===== src/rtl/seg_display_mux.sv =====
// Multiplexed NUM_DIGITS 7-segment driver: sequential double-dabble binary-to-BCD
// conversion, shared active-low segment bus and status modes (normal/blink/dash/blank).
module seg_display_mux #(
  parameter int NUM_DIGITS  = 4,
  parameter int BIN_W       = 11,
  parameter int REFRESH_DIV = 1000,
  parameter int BLINK_DIV   = 8,
  parameter int LZ_BLANK    = 1
) (
  input  logic                  clk,
  input  logic                  rst_n,
  input  logic [BIN_W-1:0]      number,
  input  logic                  load,
  input  logic [1:0]            redlight,
  output logic [6:0]            seg,
  output logic [NUM_DIGITS-1:0] an,
  output logic                  busy,
  output logic                  overflow
);

  // Scratch holds every digit BIN_W bits can produce, so overflow is visible above NUM_DIGITS.
  localparam int NAT_D = (BIN_W * 3) / 10 + 1;
  localparam int SD    = (NAT_D > NUM_DIGITS) ? NAT_D : NUM_DIGITS;
  localparam int CW    = $clog2(BIN_W + 1);
  localparam int RW    = $clog2(REFRESH_DIV);
  localparam int IW    = (NUM_DIGITS > 1) ? $clog2(NUM_DIGITS) : 1;
  localparam int BW    = (BLINK_DIV > 1) ? $clog2(BLINK_DIV) : 1;

  localparam logic [6:0] SEG_BLANK = 7'h7F;
  localparam logic [6:0] SEG_DASH  = 7'b0111111;

  typedef enum logic [1:0] {S_IDLE, S_SHIFT, S_COMMIT} state_e;

  state_e                          state_q;
  logic [BIN_W-1:0]                bin_q;
  logic [4*SD-1:0]                 bcd_q, bcd_d;
  logic [CW-1:0]                   cnt_q;
  logic [NUM_DIGITS-1:0][3:0]      disp_q;
  logic                            busy_q, ovf_q, ovf_d;

  logic [RW-1:0]                   refresh_q;
  logic [IW-1:0]                   idx_q;
  logic [BW-1:0]                   round_q;
  logic                            phase_q;
  logic [6:0]                      seg_q, seg_d;
  logic [NUM_DIGITS-1:0]           an_q, an_d;
  logic                            lz_blank;

  function automatic logic [6:0] decode(input logic [3:0] nib);
    case (nib)
      4'd0: decode = 7'h40;
      4'd1: decode = 7'h79;
      4'd2: decode = 7'h24;
      4'd3: decode = 7'h30;
      4'd4: decode = 7'h19;
      4'd5: decode = 7'h12;
      4'd6: decode = 7'h02;
      4'd7: decode = 7'h78;
      4'd8: decode = 7'h00;
      4'd9: decode = 7'h10;
      default: decode = SEG_BLANK;
    endcase
  endfunction

  // NOTE: every always_comb output gets a full default first so no latch is inferred.
  always_comb begin
    bcd_d = bcd_q;
    for (int i = 0; i < SD; i++) begin
      if (bcd_q[4*i +: 4] >= 4'd5) bcd_d[4*i +: 4] = bcd_q[4*i +: 4] + 4'd3;
    end
    bcd_d = {bcd_d[4*SD-2:0], bin_q[BIN_W-1]};
    ovf_d = |(bcd_q >> (4 * NUM_DIGITS));
  end

  // NOTE: sequential state uses non-blocking assignments only; the display registers
  // are reset too because a blank/zero display after reset is observable behaviour.
  always_ff @(posedge clk or negedge rst_n) begin
    if (!rst_n) begin
      state_q <= S_IDLE;
      bin_q   <= '0;
      bcd_q   <= '0;
      cnt_q   <= '0;
      disp_q  <= '0;
      busy_q  <= 1'b0;
      ovf_q   <= 1'b0;
    end else begin
      case (state_q)
        S_IDLE: begin
          if (load) begin
            bin_q   <= number;
            bcd_q   <= '0;
            cnt_q   <= '0;
            busy_q  <= 1'b1;
            state_q <= S_SHIFT;
          end
        end
        S_SHIFT: begin
          bcd_q <= bcd_d;
          bin_q <= bin_q << 1;
          cnt_q <= cnt_q + 1'b1;
          if (cnt_q == CW'(BIN_W - 1)) state_q <= S_COMMIT;
        end
        S_COMMIT: begin
          disp_q  <= bcd_q[4*NUM_DIGITS-1:0];
          ovf_q   <= ovf_d;
          busy_q  <= 1'b0;
          state_q <= S_IDLE;
        end
        default: state_q <= S_IDLE;
      endcase
    end
  end

  // Leading-zero blanking: digit idx is blank when it and every digit above it are zero.
  always_comb begin
    lz_blank = (idx_q != '0);
    for (int i = 0; i < NUM_DIGITS; i++) begin
      if (i >= int'(idx_q) && disp_q[i] != 4'd0) lz_blank = 1'b0;
    end
    an_d = ~(NUM_DIGITS'(1) << idx_q);
    if (redlight == 2'd3)                      seg_d = SEG_BLANK;
    else if (redlight == 2'd2 || ovf_q)        seg_d = SEG_DASH;
    else if (redlight == 2'd1 && !phase_q)     seg_d = SEG_BLANK;
    else if (LZ_BLANK != 0 && lz_blank)        seg_d = SEG_BLANK;
    else                                       seg_d = decode(disp_q[idx_q]);
  end

  always_ff @(posedge clk or negedge rst_n) begin
    if (!rst_n) begin
      refresh_q <= '0;
      idx_q     <= '0;
      round_q   <= '0;
      phase_q   <= 1'b1;
      seg_q     <= SEG_BLANK;
      an_q      <= '1;
    end else begin
      seg_q <= seg_d;
      an_q  <= an_d;
      if (refresh_q == RW'(REFRESH_DIV - 1)) begin
        refresh_q <= '0;
        if (idx_q == IW'(NUM_DIGITS - 1)) begin
          idx_q <= '0;
          if (round_q == BW'(BLINK_DIV - 1)) begin
            round_q <= '0;
            phase_q <= ~phase_q;
          end else begin
            round_q <= round_q + 1'b1;
          end
        end else begin
          idx_q <= idx_q + 1'b1;
        end
      end else begin
        refresh_q <= refresh_q + 1'b1;
      end
    end
  end

  assign seg      = seg_q;
  assign an       = an_q;
  assign busy     = busy_q;
  assign overflow = ovf_q;

endmodule


===== config.mk =====
export PLATFORM = sky130hd
export DESIGN_NAME = seg_display_mux
export DESIGN_NICKNAME = d
export VERILOG_FILES = /design/src/rtl/seg_display_mux.sv
export SDC_FILE = /design/constraint.sdc
export NUM_CORES = 1
export LEC_CHECK = 0
export ABC_CLOCK_PERIOD_IN_PS = 3330
export CORE_ASPECT_RATIO = 0.8
export CORE_UTILIZATION = 45
export CTS_CLUSTER_SIZE = 30
export DETAILED_ROUTE_END_ITERATION = 10
export PLACE_DENSITY = 0.6
export SETUP_SLACK_MARGIN = 0.15
export SKIP_CTS_REPAIR_TIMING = 1
export SLEW_MARGIN = 20
export SYNTH_ARGS = -nofsm -noshare
export SYNTH_HDL_FRONTEND = slang
export SYNTH_SLANG_ARGS = --single-unit

===== constraint.sdc =====
create_clock -name clk -period 3.33 [get_ports clk]
set_clock_uncertainty 0.15 [all_clocks]
set_input_delay 0.666 -clock clk [delete_from_list [all_inputs] [get_ports clk]]
set_output_delay 0.666 -clock clk [all_outputs]
set_load 0.01 [all_outputs]

==> impl.org <==
** Outcome
- The flow ran to the end, and the final reports show no timing, DRC or antenna violations.

** GRT
- For this run, the total global-route usage over all layers was measured as 0.179.
- Via count of the first global-routing pass :: 2608
- Total gr overflow :: 0
- Global-route wire length before repair :: 12300 um
- The initial antenna violation count came to 0.
- Pin count of the biggest net entering global routing :: 78

** Clocking
- TritonCTS clock tree :: built
- TritonCTS Buffers :: 9
- For the worst-skew pair, the clock arrives at the later sink with an insertion delay of 360 ps.
- Number of H-tree branching levels :: 3
- The clock net in this run drives a total of 77 sinks.
- Clock transition time at the flip-flop clock pins of the worst setup and hold paths :: 80 ps
- The tree is rooted in a sky130_fd_sc_hd__clkbuf_8.
- The clock passes through at most 2 buffers.

** Critical path
- Crit start category :: flip-flop
- The endpoint identified for the worst register-to-register timing path is disp_q[2].
- Total stage count of the critical path :: 1
- Reg-to-Reg Start :: state_q[0]
- The number of cells on the worst reg-to-reg path is 3.
- The critical path starts at an[2].
- Data required time of the worst path :: 2510 ps
- The slowest stage of the critical path belongs to the cell sky130_fd_sc_hd__dfstp_2.
- The critical path ends at an[2].
- STA classifies the critical path endpoint as an output pin.
- The worst setup path is of the reg2out kind.
- Broken down by cell family, the worst path's largest delay share belongs to flip-flops.
- Critical-path maximum fanout :: 1
- CP max stage delay :: 520 ps
- Critical path buffers and inverters :: 1
- Register-to-register setup slack :: 1180 ps
- Critical-path cell list :: clkdlybuf4s50_1
- Arrival @ worst endpoint :: 1410 ps

** STA
- Final slew viol count :: 0
- For the pin with the worst max-slew slack, the measured transition is 950 ps.
- After layout, the minimum clock period comes to 2220 ps.
- Worst-case headroom to the max-slew limit :: 0.367
- Final Cycle Share :: 0.668
- In the final timing run, aggregate negative setup slack is 0 ps.
- The final count of hold timing violations was 0.
- Setup repair after global routing left no endpoint under its margin.
- F_max :: 0.450 GHz
- Setup violations, final :: 0

** Route
- Total via count in the routed design :: 2660
- After detailed routing, the number of remaining DRC violations is 0.
- Average via count per standard cell :: 5.19
- Number of nets still failing antenna checks after routing :: 0
- First-pass DRT Iterations :: 4
- For this block, the initial DRC count from the detailed router was 106.
- In the final routed layout, each cell accounts on average for 13.6 um.
- Total wirelength of the detailed-routed design :: 6970 um

** Cells and area
- After the last flow step, the layout net total stands at 440.
- 0 antenna diodes ended up in the layout.
- Area growth from synthesis to final layout :: 15.2%
- In the final layout, the share of cells above drive strength 1 is 0.123.
- Finished layout cell area :: 4440 um^2

** Logic synthesis
- Post-synth EDFFs :: 0
- The mapped netlist covers 3850 um^2.
- Of the post-synthesis cell area, the dominant cell type holds 0.422.
- Dividing the synthesized area by the synthesized cell count gives 10.3 um^2.
- Synthesized instance count :: 373
- Counting every net in the synthesized netlist gives 413.
- The synthesized design contains 77 register bits.
- Synthesis instantiated 45 different standard cells from the library.
- The largest total area in the synthesized netlist belongs to sky130_fd_sc_hd__dfrtp_1.
- Synth async-reset ratio :: 1.00
- Share of synthesized area occupied by flip-flops and latches :: 0.504
- For this run, the leading register cell type out of synthesis is sky130_fd_sc_hd__dfrtp_1.
- Warnings from Yosys :: 0
- Yosys attributes the largest share of cell area to sky130_fd_sc_hd__dfrtp_1 (42%), sky130_fd_sc_hd__dfstp_2 (8.2%), sky130_fd_sc_hd__ha_1 (7.8%), sky130_fd_sc_hd__o21ai_0 (5.3%), sky130_fd_sc_hd__mux2_2 (3.5%).

** Placement
- Standard cell area after detailed placement :: 4210 um^2
- Count of buffers inserted at the top-level ports :: 27
- Post-detail-place hpwl :: 4700 um
- The congestion estimate from routability-driven global placement came to 0.818.

** Power
- Maximum vdd ir drop :: 0.464 mV
- Leak :: 0.00196 uW
- Dividing total power by cell area gives a power density of 760 nW/um^2.

** Floorplanning
- The region available for standard cell placement spans 8130 um^2.
- Initial core utilization :: 0.474
- Die Wd :: 105 um
- Total die area :: 8940 um^2
- In this run the vertical extent of the chip is 84.8 um.
- The initialized floorplan defines 29 standard-cell rows.
- Top-level port count :: 29

** Job
- Max-cap viol count :: 0

** Min path
- The tightest min-delay check is of the in2async type.
==> cells in the final DEF, fill, tap and decap left out, types with 6 or more instances in the layout <==
master,synthesis,final
sky130_fd_sc_hd__clkbuf_8,0,10
sky130_fd_sc_hd__o21ai_0,41,41
sky130_fd_sc_hd__nand2_1,35,35
sky130_fd_sc_hd__nand3_1,9,9
sky130_fd_sc_hd__inv_1,23,23
sky130_fd_sc_hd__clkdlybuf4s50_1,0,26
sky130_fd_sc_hd__mux2_2,12,12
sky130_fd_sc_hd__a21oi_1,26,26
sky130_fd_sc_hd__nor2_1,15,15
sky130_fd_sc_hd__nor2b_1,16,16
sky130_fd_sc_hd__nand2b_1,7,7
sky130_fd_sc_hd__nor3_1,9,9
sky130_fd_sc_hd__dfstp_2,12,12
sky130_fd_sc_hd__ha_1,24,24
sky130_fd_sc_hd__xor2_1,6,6
sky130_fd_sc_hd__a22oi_1,10,10
sky130_fd_sc_hd__xnor2_1,9,9
sky130_fd_sc_hd__dfrtp_1,65,65
==> final cells by class <==
class                   instances  area, um^2
clock buffers                  10         138
clock inverters                 6        86.3
fillers                       727        3690
inverters                      23        86.3
multi-input cells             259        1760
flip-flops and latches         77        1940
well taps                     108         135
repair buffers                 30         290
==> through the flow <==
| stage | cells | util | hold WS (ps) | setup WS, ps | total power (uW) |
|---|---|---|---|---|---|
| floorplan | 373 | - | 220 | 1390 | 2260 |
| global placement | 497 | 0.518 | 300 | 958 | 2570 |
| detailed placement | 497 | 0.518 | 303 | 885 | 2600 |
| CTS | 513 | 0.546 | 314 | 1080 | 3410 |
| global route | 513 | 0.546 | 346 | 957 | 3670 |
| finish | 513 | 0.546 | 288 | 1110 | 3370 |
==> where the power goes <==
part / switching, uW / internal, uW
clock network: 349 / 441
registers: 243 / 1210
logic: 593 / 536
==> cells by family after synthesis <==
family,Yosys count,synth area share
AND/OR/NAND/NOR,105,0.136
AO/OA/AOI/OAI,95,0.141
flip-flops,77,0.504
buffers and inverters,37,0.0393
adder cells (fa/ha/maj),24,0.0779
multiplexers,19,0.0666
XOR/XNOR,15,0.0341
other,1,0.000973
==> state kept, by name, summed over array words and instances, names as in the netlist <==
name / flops
idx_q: 2
state_q: 2
disp_q: 16
cnt_q: 4
phase_q: 1
an: 4
refresh_q: 10
round_q: 3
seg: 7
bcd_q: 16
busy: 1
bin_q: 11
==> metal layers <==
| metal | track usage | share of wire | wire (um) |
|---|---|---|---|
| met1 | 0.246 | 0.52 | 3620 |
| met2 | 0.264 | 0.43 | 2990 |
| met3 | 0.0582 | 0.036 | 251 |
| met4 | 0.0691 | 0.015 | 107 |
| met5 | 0 | 0 | 0 |
==> cell usage after synthesis (2+ instances only) <==
cell type,instances
sky130_fd_sc_hd__a21oi_1,26
sky130_fd_sc_hd__a22o_1,4
sky130_fd_sc_hd__a22oi_1,10
sky130_fd_sc_hd__and2_1,3
sky130_fd_sc_hd__clkbuf_1,10
sky130_fd_sc_hd__dfrtp_1,65
sky130_fd_sc_hd__dfstp_2,12
sky130_fd_sc_hd__ha_1,24
sky130_fd_sc_hd__inv_1,23
sky130_fd_sc_hd__mux2_2,12
sky130_fd_sc_hd__mux2i_1,2
sky130_fd_sc_hd__mux4_2,4
sky130_fd_sc_hd__nand2_1,35
sky130_fd_sc_hd__nand2b_1,7
sky130_fd_sc_hd__nand3_1,9
sky130_fd_sc_hd__nor2_1,15
sky130_fd_sc_hd__nor2b_1,16
sky130_fd_sc_hd__nor3_1,9
sky130_fd_sc_hd__nor4_1,2
sky130_fd_sc_hd__o21ai_0,41
sky130_fd_sc_hd__o21ai_1,4
sky130_fd_sc_hd__o22ai_1,2
sky130_fd_sc_hd__o31ai_1,3
sky130_fd_sc_hd__xnor2_1,9
sky130_fd_sc_hd__xor2_1,6
==> worst min path at each step <==
stage / startpoint / end / depth (start not counted)
after floorplan: rst_n / bcd_q[0] / 0
after detailed placement: refresh_q[0] / refresh_q[0] / 1
after global routing: refresh_q[0] / refresh_q[0] / 1
final: rst_n / bcd_q[14] / 1
after CTS: refresh_q[0] / refresh_q[0] / 1
after global placement: refresh_q[0] / refresh_q[0] / 1
Note: power is estimated with default switching activity, not from simulation.
